**config.mk**
```make
export PLATFORM = sky130hd
export DESIGN_NAME = sram_ctrl
export DESIGN_NICKNAME = d
export VERILOG_FILES = /design/src/rtl/sram_ctrl_pkg.sv /design/src/rtl/sram_ctrl.sv
export SDC_FILE = /design/constraint.sdc
export NUM_CORES = 1
export LEC_CHECK = 0
export ABC_AREA = 1
export BUFFER_PORTS_ARGS = -buffer_cell sky130_fd_sc_hd__buf_2
export CAP_MARGIN = 20
export CORE_UTILIZATION = 50
export CTS_CLUSTER_DIAMETER = 80
export CTS_CLUSTER_SIZE = 24
export DETAILED_ROUTE_END_ITERATION = 12
export GPL_TIMING_DRIVEN = 0
export PLACE_DENSITY_LB_ADDON = 0.15
export RECOVER_POWER = 50
export SETUP_SLACK_MARGIN = 0.2
export SKIP_CTS_REPAIR_TIMING = 1
export SLEW_MARGIN = 25
export SYNTH_ARGS = -nofsm -noshare
export SYNTH_HDL_FRONTEND = slang
export SYNTH_SLANG_ARGS = --single-unit
```
**constraint.sdc**
```tcl
create_clock -name clk -period 1.75 [get_ports clk]
set_input_delay 0.175 -clock clk [delete_from_list [all_inputs] [get_ports clk]]
set_output_delay 0.175 -clock clk [all_outputs]
set_load 0.005 [all_outputs]
```
**src/rtl/sram_ctrl_pkg.sv**
```systemverilog
// Shared definitions for the SRAM initiator controller and the SRAM block:
// FSM state encoding and write-enable polarity.
package sram_ctrl_pkg;

    localparam int unsigned STATE_W    = 3;
    localparam int unsigned WAIT_CNT_W = 3;

    typedef logic [STATE_W-1:0] state_t;

    localparam state_t S_INIT = 3'd0;
    localparam state_t S_IDLE = 3'd1;
    localparam state_t S_WR   = 3'd2;
    localparam state_t S_RD   = 3'd3;
    localparam state_t S_WAIT = 3'd4;
    localparam state_t S_RSP  = 3'd5;

    localparam logic MEM_WE_WRITE = 1'b1;
    localparam logic MEM_WE_READ  = 1'b0;

endpackage

```
**src/rtl/sram_ctrl.sv**
```systemverilog
// Initiator-side controller for a single-port synchronous SRAM: clears the
// array after reset, then serves word reads/writes over valid/ready channels.
module sram_ctrl
    import sram_ctrl_pkg::*;
#(
    parameter int unsigned      ADDR     = 4,
    parameter int unsigned      WIDTH    = 8,
    parameter int unsigned      LENGTH   = 16,
    parameter int unsigned      RD_LAT   = 1,
    parameter bit               INIT_EN  = 1'b1,
    parameter logic [WIDTH-1:0] INIT_VAL = '0
) (
    input  logic             clk,
    input  logic             rst_n,
    input  logic             req_valid,
    output logic             req_ready,
    input  logic             req_we,
    input  logic [ADDR-1:0]  req_addr,
    input  logic [WIDTH-1:0] req_wdata,
    output logic             rsp_valid,
    input  logic             rsp_ready,
    output logic [WIDTH-1:0] rsp_rdata,
    output logic             rsp_err,
    output logic             init_done,
    output logic             mem_cs,
    output logic             mem_we,
    output logic [ADDR-1:0]  mem_addr,
    output logic [WIDTH-1:0] mem_wdata,
    input  logic [WIDTH-1:0] mem_rdata
);

    localparam int unsigned CNT_W = ADDR + 1;
    localparam logic [CNT_W-1:0]      LEN_C = CNT_W'(LENGTH);
    localparam logic [WAIT_CNT_W-1:0] LAT_C = WAIT_CNT_W'(RD_LAT);

    state_t                r_state;
    state_t                w_next;
    logic [CNT_W-1:0]      r_init_cnt;
    logic [CNT_W-1:0]      w_init_cnt;
    logic [WAIT_CNT_W-1:0] r_wait_cnt;
    logic [WAIT_CNT_W-1:0] w_wait_cnt;

    logic             r_req_ready, w_req_ready;
    logic             r_rsp_valid, w_rsp_valid;
    logic [WIDTH-1:0] r_rsp_rdata, w_rsp_rdata;
    logic             r_rsp_err,   w_rsp_err;
    logic             r_init_done, w_init_done;
    logic             r_mem_cs,    w_mem_cs;
    logic             r_mem_we,    w_mem_we;
    logic [ADDR-1:0]  r_mem_addr,  w_mem_addr;
    logic [WIDTH-1:0] r_mem_wdata, w_mem_wdata;

    logic w_accept;
    logic w_in_range;

    assign w_accept   = req_valid && r_req_ready;
    assign w_in_range = ({1'b0, req_addr} < LEN_C);

    // State, counters and every output are registered together
    always_ff @(posedge clk or negedge rst_n) begin
        if (!rst_n) begin
            r_state     <= INIT_EN ? S_INIT : S_IDLE;
            r_init_cnt  <= '0;
            r_wait_cnt  <= '0;
            r_req_ready <= 1'b0;
            r_rsp_valid <= 1'b0;
            r_rsp_rdata <= '0;
            r_rsp_err   <= 1'b0;
            r_init_done <= 1'b0;
            r_mem_cs    <= 1'b0;
            r_mem_we    <= MEM_WE_READ;
            r_mem_addr  <= '0;
            r_mem_wdata <= '0;
        end else begin
            r_state     <= w_next;
            r_init_cnt  <= w_init_cnt;
            r_wait_cnt  <= w_wait_cnt;
            r_req_ready <= w_req_ready;
            r_rsp_valid <= w_rsp_valid;
            r_rsp_rdata <= w_rsp_rdata;
            r_rsp_err   <= w_rsp_err;
            r_init_done <= w_init_done;
            r_mem_cs    <= w_mem_cs;
            r_mem_we    <= w_mem_we;
            r_mem_addr  <= w_mem_addr;
            r_mem_wdata <= w_mem_wdata;
        end
    end

    // Out-of-range writes still pass through WR so req_ready drops for a cycle
    always_comb begin
        w_next = r_state;
        case (r_state)
            S_INIT: if (r_init_cnt == LEN_C) w_next = S_IDLE;
            S_IDLE: begin
                if (w_accept) begin
                    if (req_we)          w_next = S_WR;
                    else if (w_in_range) w_next = S_RD;
                    else                 w_next = S_RSP;
                end
            end
            S_WR:   w_next = S_IDLE;
            S_RD:   w_next = S_WAIT;
            S_WAIT: if (r_wait_cnt == LAT_C) w_next = S_RSP;
            S_RSP:  if (r_rsp_valid && rsp_ready) w_next = S_IDLE;
            default: w_next = S_IDLE;
        endcase
    end

    // Next values of the registered outputs; the wait count starts at 1 on the RD edge
    always_comb begin
        w_init_cnt  = r_init_cnt;
        w_wait_cnt  = r_wait_cnt;
        w_mem_cs    = 1'b0;
        w_mem_we    = MEM_WE_READ;
        w_mem_addr  = r_mem_addr;
        w_mem_wdata = r_mem_wdata;
        w_rsp_valid = r_rsp_valid;
        w_rsp_rdata = r_rsp_rdata;
        w_rsp_err   = r_rsp_err;
        w_init_done = r_init_done || (w_next != S_INIT);
        w_req_ready = (w_next == S_IDLE);
        case (r_state)
            S_INIT: begin
                if (r_init_cnt != LEN_C) begin
                    w_mem_cs    = 1'b1;
                    w_mem_we    = MEM_WE_WRITE;
                    w_mem_addr  = r_init_cnt[ADDR-1:0];
                    w_mem_wdata = INIT_VAL;
                    w_init_cnt  = r_init_cnt + 1'b1;
                end
            end
            S_IDLE: begin
                if (w_accept && w_in_range) begin
                    w_mem_cs   = 1'b1;
                    w_mem_we   = req_we ? MEM_WE_WRITE : MEM_WE_READ;
                    w_mem_addr = req_addr;
                    if (req_we) w_mem_wdata = req_wdata;
                end else if (w_accept && !req_we) begin
                    w_rsp_valid = 1'b1;
                    w_rsp_rdata = '0;
                    w_rsp_err   = 1'b1;
                end
            end
            S_RD: w_wait_cnt = WAIT_CNT_W'(1);
            S_WAIT: begin
                if (r_wait_cnt == LAT_C) begin
                    w_rsp_valid = 1'b1;
                    w_rsp_rdata = mem_rdata;
                    w_rsp_err   = 1'b0;
                end else begin
                    w_wait_cnt = r_wait_cnt + 1'b1;
                end
            end
            S_RSP: if (r_rsp_valid && rsp_ready) w_rsp_valid = 1'b0;
            default: ;
        endcase
    end

    assign req_ready = r_req_ready;
    assign rsp_valid = r_rsp_valid;
    assign rsp_rdata = r_rsp_rdata;
    assign rsp_err   = r_rsp_err;
    assign init_done = r_init_done;
    assign mem_cs    = r_mem_cs;
    assign mem_we    = r_mem_we;
    assign mem_addr  = r_mem_addr;
    assign mem_wdata = r_mem_wdata;

endmodule

```
==> results of run 1 <==
sequential cells by signal, summed over array words and instances, names as in the netlist:
signal / cells
mem_wdata: 8
rsp_rdata: 8
r_init_cnt: 5
mem_addr: 4
r_state: 3
r_wait_cnt: 3
init_done: 1
mem_cs: 1
mem_we: 1
req_ready: 1
rsp_err: 1
rsp_valid: 1
kinds of logic after synthesis:
family / synth area share (%)
xor gates and xnor gates: 1.95
and+or+nand+nor: 33.2
DFF: 51.4
buffers and inverters: 7.23
AOI/OAI and AO/OA: 3.41
adders and majority gates: 2.78
cells in the final DEF (no fill, tap or decap):
master and instances:
inv_2 3, clkbuf_1 19, o21ai_1 4, nor3_1 2, inv_4 1, buf_8 1
bufinv_16 2, nor2_4 4, buf_4 2, or2_1 1, nor2_1 17, nand2_4 2
nand3_4 1, buf_2 30, dfrtp_1 37, clkinv_2 1, o21ai_4 1, clkbuf_2 1
dlygate4sd3_1 1, nand2_2 7, xor2_1 4, clkbuf_4 5, nor2_2 3, buf_6 1
o21ai_0 5, ha_1 4, inv_1 23, nand4_1 1, nand3_1 22, nand2_1 67
per-stage QoR:
stage                     hold slack [ns]  instance area [sq um]  setup slack (ns)  instances  utilization (%)
after floorplan                    -0.121                   1800             0.503        211                -
after global placement              0.320                   2110             0.285        307             62.2
after detailed placement            0.315                   2110             0.292        307             62.2
after CTS                         -0.0798                   2210             0.249        315             65.2
after global routing              0.00179                   2210             0.198        318             65.2
final                              0.0226                   2210             0.351        318             65.2
critical path, delay by kind of cell (launching register included):
family | cells | cell delay (ns)
DFF | 1 | 0.41
buffers and inverters | 2 | 0.27
AOI/OAI and AO/OA | 1 | 0.27
and+or+nand+nor | 3 | 0.25
adders and majority gates | 1 | 0.15
path summary, 6_finish.rpt:
kind,to,slack [ns],depth (start not counted)
min in group asynchronous,mem_wdata[0]$_DFFE_PN0P_,0.47,2
max in group asynchronous,rsp_valid$_DFFE_PN0P_,0.71,2
worst min-delay path,rsp_rdata[2]$_DFFE_PN0P_,0.02,3
worst max-delay path,mem_addr[0]$_DFFE_PN0P_,0.35,7
worst max register to register,mem_addr[0]$_DFFE_PN0P_,0.35,7
worst min register to register,rsp_rdata[4]$_DFFE_PN0P_,0.49,2
final cells by class:
cell class,instances,area (sq um)
sequential,37,926
multi-input combinational,145,742
clock inverter,3,65.1
timing repair buffer,53,251
buffer,2,26.3
tap,46,57.6
clock buffer,5,37.5
fill,292,1180
inverter,27,104
metal layers:
layer,share of wire (%),up-vias
met5,0,-
met4,1.6,0
met3,4.1,7
met2,48,34
met1,46,684
li1,-,772
report_power, final:
group	internal [mW]	switching [mW]	total, mW
clock	0.442	0.286	0.728
sequential	1.20	0.231	1.43
combinational	0.666	1.04	1.70
==> summary.txt, run 1 <==
Outcome
  • Status: completed

Yosys
  • Avg Cell Area, Syn: between 8 and 9 sq um
  • Yosys top cell area share: 51.4%
  • Post-synth top area cell: dfrtp_1
  • Number of synthesized register bits: 37
  • Mapped Area: around 0.0018 sq mm
  • Sequential-to-total area share from yosys stat: 51.4%
  • Post-Syn Instances: around 210
  • Synth top area cells: dfrtp_1 (51%), nand2_1 (14%), nand3_1 (6.1%), inv_1 (4.8%), nor2_1 (3.5%)
  • Top-count cell post-synth: nand2_1
  • Cell variety after synth: 22
  • Post-synth EDFFs: 0
  • Synth warn: 0
  • Top FF cell, synth: dfrtp_1
  • Net Count, Synth: 240
  • Asr flop ratio synth: 100%
  • Commonest cells in the netlist: nand2_1 (67), dfrtp_1 (37), inv_1 (23), nand3_1 (22), nor2_1 (17)

Clocking
  • Clk sinks: 37
  • Worst-case clock buffer depth: 2
  • CTS tree: built
  • CTS H-tree lvls: 2
  • Clock latency on the worst-skew pair: roughly 0.35 ns
  • Root Buffer: clkbuf_4
  • CTS buffer count: 5
  • Clock slew at reported path FFs: around 0.12 ns

Critical path
  • Worst Path Required: around 2 ns
  • CP dominant cell by count: nand2_1
  • Crit end category: flip-flop
  • R2r startpoint: r_init_cnt[1]$_DFFE_PN0P_
  • Slowest cell delay on critical path: just over 0.4 ns
  • Critical path launch point: r_init_cnt[1]$_DFFE_PN0P_
  • Crit path launch type: flip-flop
  • Arr. time, crit path: around 1.7 ns
  • Worst path cell trace: inv_1, ha_1, nand2_1, o21ai_4, buf_8, nand3_1, nand2_1
  • Max FO, Critical Path: 10
  • Kind of critical path: reg2reg
  • Highest-delay cell along the critical path: dfrtp_1

Timing
  • Final count of pins violating max slew: 0
  • Worst Tran Pin Value: between 0.9 and 1 ns
  • # setup viols final: 0
  • Fin crit period: between 1 and 1.5 ns
  • Final Hold Fails: 0
  • Period utilisation layout: between 70% and 80%
  • RSZ-0062 raised after global routing: false
  • Final Skew: 0.0156 ns
  • FMAX: between 700 and 800 MHz
  • Total negative setup slack: 0 ns
  • Rel. slew slack: 39.6%

Route
  • DRT iter0 DRCs: between 50 and 60
  • Routed WL per cell: around 11 microns
  • Pre-antenna DRT Iters: 4
  • # DRC: 0
  • Drt total wl: between 3000 and 4000 microns
  • DR vias/cell: about 4.7
  • Routed vias: 1,497
  • Antenna-violating nets left: 0

Place
  • IO Port Bufs: 50
  • Gpl congestion: around 0.76
  • Post-DP HPWL: roughly 2500 microns

GRT
  • Initial antenna violation count: 0
  • Gr usage total: roughly 22%
  • GR Util met1: around 27%
  • Largest net degree at the start of global routing: 38
  • GR peak layer: met2
  • Vias in the first global route: about 1.3k
  • Total gr overflow: 0
  • First-pass GRT wire length: 5860 microns
  • Met3 Use GR: about 6%
  • Met2 GRT Util: 35.3%

Pwr
  • PD cells: approximately 1700 mW/mm^2
  • Overall power: between 3 and 4 mW
  • Lkg Pwr: 1.23 nW
  • Maximum vdd drop: 1.12 mV

Finish
  • Nets: 300
  • Area Overhead vs Synth: 22.7%
  • Antenna diode count: 0
  • Layout cell share with drive strength beyond 1: about a quarter

Floorplanning
  • Die height: roughly 62 microns
  • Row cnt: 21
  • Die W: ~62 microns
  • I/O pin count: 51
  • Placeable Area: approximately 0.0034 sq mm
  • Die Footprint: between 0.003 and 0.004 sq mm
  • Starting density of the core: between 50% and 60%

Flow run
  • Max_cap viols: 0

Hold path
  • Hold path startpoint: mem_rdata[2]
  • Hold Crit Class: in2reg
Note: power is estimated with default switching activity, not from simulation.
==> run 2, diff against run 1 <==
Settings changed: CORE_UTILIZATION 50 to 46.
Clock period 1.75 ns to 1.2 ns, I/O delays scaled along.
==> run 2 against run 1 <==
Effect of this change:
- the run now ends with negative hold slack, negative setup slack left
- combinational power is 150% higher
- final cell count is 7.5% higher
- via count is 11% higher
- largest cell class is now multi-input combinational cells
- final area is 24% higher
- wire length is 27% higher
- sequential power is 50% higher
- clock skew is 0.0077 ns lower
- worst hold slack worse by 0.074 ns
- clock-buffer cell count stayed put
- first-iteration DRC count is 1.7% lower
- utilization is 8.7 points higher
==> summary.txt, run 2 (same netlist as run 1, synthesis figures left out) <==
Outcome
  • Status: complete, but fails checks
  • Failing checks: negative hold slack, negative setup slack

Critical path
  • Highest-delay cell along the critical path: dfrtp_2
  • Worst Path Required: approximately 1.4 ns
  • Slowest cell delay on critical path: 0.45 ns
  • R2r startpoint: r_state[1]$_DFF_PN0_
  • Arr. time, crit path: approximately 1.6 ns
  • FF-to-FF setup slack: -0.17 ns
  • Crit end category: flip-flop
  • Max FO, Critical Path: 6
  • Kind of critical path: reg2reg
  • Worst r2r path cells: 7
  • Crit path launch type: flip-flop
  • Worst path cell trace: inv_4, nand2_4, nor2_4, o21ai_4, buf_12, buf_6, or2_1
  • Reg2reg end: init_done$_DFF_PN0_
  • CP delay by family, top: flip-flops
  • Buf+Inv Stages, Crit Path: 3

Timing
  • Fin crit period: 1.37 ns
  • Final hold slack: -0.0515 ns
  • FMAX: roughly 730 MHz
  • Final Hold Fails: 37
  • Rel. slew slack: between 30% and 40%
  • # setup viols final: 35
  • Worst Tran Pin Value: between 0.9 and 1 ns
  • Period utilisation layout: 114%
  • PnR worst setup slack: -0.167 ns
  • Final count of pins violating max slew: 0
  • RSZ-0062 raised after global routing: true
  • Final Skew: just under 0.008 ns

Route
  • # DRC: 0
  • Routed vias: approximately 1.7k
  • Routed WL per cell: 12.9 microns
  • DRT iter0 DRCs: 58
  • Pre-antenna DRT Iters: 4
  • Drt total wl: 4410 microns
  • DR vias/cell: just under 5
  • Antenna-violating nets left: 0

Clocking
  • Clock slew at reported path FFs: roughly 0.080 ns
  • CTS H-tree lvls: 2
  • CTS buffer count: 5
  • Worst-case clock buffer depth: 2
  • Clock latency on the worst-skew pair: 0.30 ns
  • CTS tree: built
  • Clk sinks: 37
  • Root Buffer: clkbuf_8

Finish
  • Final non-filler cell area: between 0.002 and 0.003 sq mm
  • Antenna diode count: 0
  • Layout cell share with drive strength beyond 1: around 53%
  • Multi-input logic area: about 0.0010 sq mm
  • Nets: roughly 320
  • Area Overhead vs Synth: 52.5%
  • Filler cell count in the final layout: about 280
  • Most frequent cells in the layout: nand2_1 (55), buf_2 (49), dfrtp_1 (33), inv_1 (16), buf_4 (16)
  • Register area: ~930 sq um
  • Finished Layout Cells: around 340
  • Commonest non-fill, non-tap cell in the layout: nand2_1
  • Final Util: approximately 74%

Pwr
  • PD cells: about 2700 mW/mm^2
  • Maximum vdd drop: 1.68 mV
  • Overall power: about 7.4 mW
  • Lkg Pwr: 1.47 nW

GRT
  • Initial antenna violation count: 0
  • Total gr overflow: 0
  • Vias in the first global route: approximately 1.3k
  • Largest net degree at the start of global routing: 38
  • First-pass GRT wire length: around 5800 microns
  • Gr usage total: roughly 18%

Place
  • Gpl congestion: between 0.7 and 0.8
  • IO Port Bufs: 50
  • Post-DP HPWL: between 2000 and 3000 microns
  • Placed insts: between 300 and 400
  • Placement Cell Area: between 0.002 and 0.0025 sq mm

Floorplanning
  • Starting density of the core: 48.5%
  • Row cnt: 22
  • Die Footprint: roughly 0.0042 sq mm
  • Die height: between 60 and 70 microns
  • Die W: ~65 microns
  • Placeable Area: between 0.003 and 0.004 sq mm
  • I/O pin count: 51

Flow run
  • Max_cap viols: 0

Hold path
  • Hold Crit Class: in2async
-- run 2: power breakdown --
part	leakage, nW	total (mW)	internal, mW	switching (mW)
logic	0.958	4.18	1.95	2.23
clock network	0.0543	1.09	0.622	0.470
registers	0.459	2.14	1.76	0.381
-- run 2: per-layer routing --
metal	routed length, microns	part of all wire, %	vias to the layer above	track usage [%]
met5	0	0	-	0
met4	52	1.2	0	6.39
met3	209	4.7	6	7.22
met2	2320	53	44	28.7
met1	1830	41	798	22.4
li1	-	-	821	-
-- run 2: how the worst max path moves through the flow --
stage	depth (start not counted)	start	to	slack, ns
after global routing	7	r_state[1]$_DFF_PN0_	init_done$_DFF_PN0_	-0.22
after global placement	7	r_init_cnt[0]$_DFFE_PN0P_	mem_addr[2]$_DFFE_PN0P_	-0.20
final	7	r_state[1]$_DFF_PN0_	init_done$_DFF_PN0_	-0.17
after CTS	7	r_init_cnt[0]$_DFFE_PN0P_	mem_wdata[5]$_DFFE_PN0P_	-0.21
after detailed placement	7	r_init_cnt[0]$_DFFE_PN0P_	mem_wdata[4]$_DFFE_PN0P_	-0.19
after floorplan	6	r_init_cnt[0]$_DFFE_PN0P_	r_init_cnt[0]$_DFFE_PN0P_	-0.04
-- run 2: area by class of cell --
| class | instances | area share, % |
|---|---|---|
| clock buffers | 5 | 2.51 |
| inverters | 27 | 4.15 |
| plain buffers | 2 | 0.957 |
| repair buffers | 72 | 17.1 |
| clock inverters | 3 | 1.69 |
| flip-flops and latches | 37 | 33.9 |
| well taps | 48 | 2.19 |
| multi-input cells | 148 | 37.5 |
-- run 2: stage by stage --
| stage | TNS, ns | worst slack [ns] |
|---|---|---|
| floorplan | -0.535 | -0.0392 |
| global placement | -3.99 | -0.195 |
| detailed placement | -4.27 | -0.193 |
| CTS | -4.87 | -0.215 |
| global route | -5.40 | -0.224 |
| finish | -3.11 | -0.167 |
-- run 2: worst register-to-register path, delay by kind of cell (launching register included) --
family                 cells  cell delay [ns]
buffers and inverters      3             0.38
DFF                        1             0.45
AOI/OAI and AO/OA          1             0.07
and+or+nand+nor            3             0.36
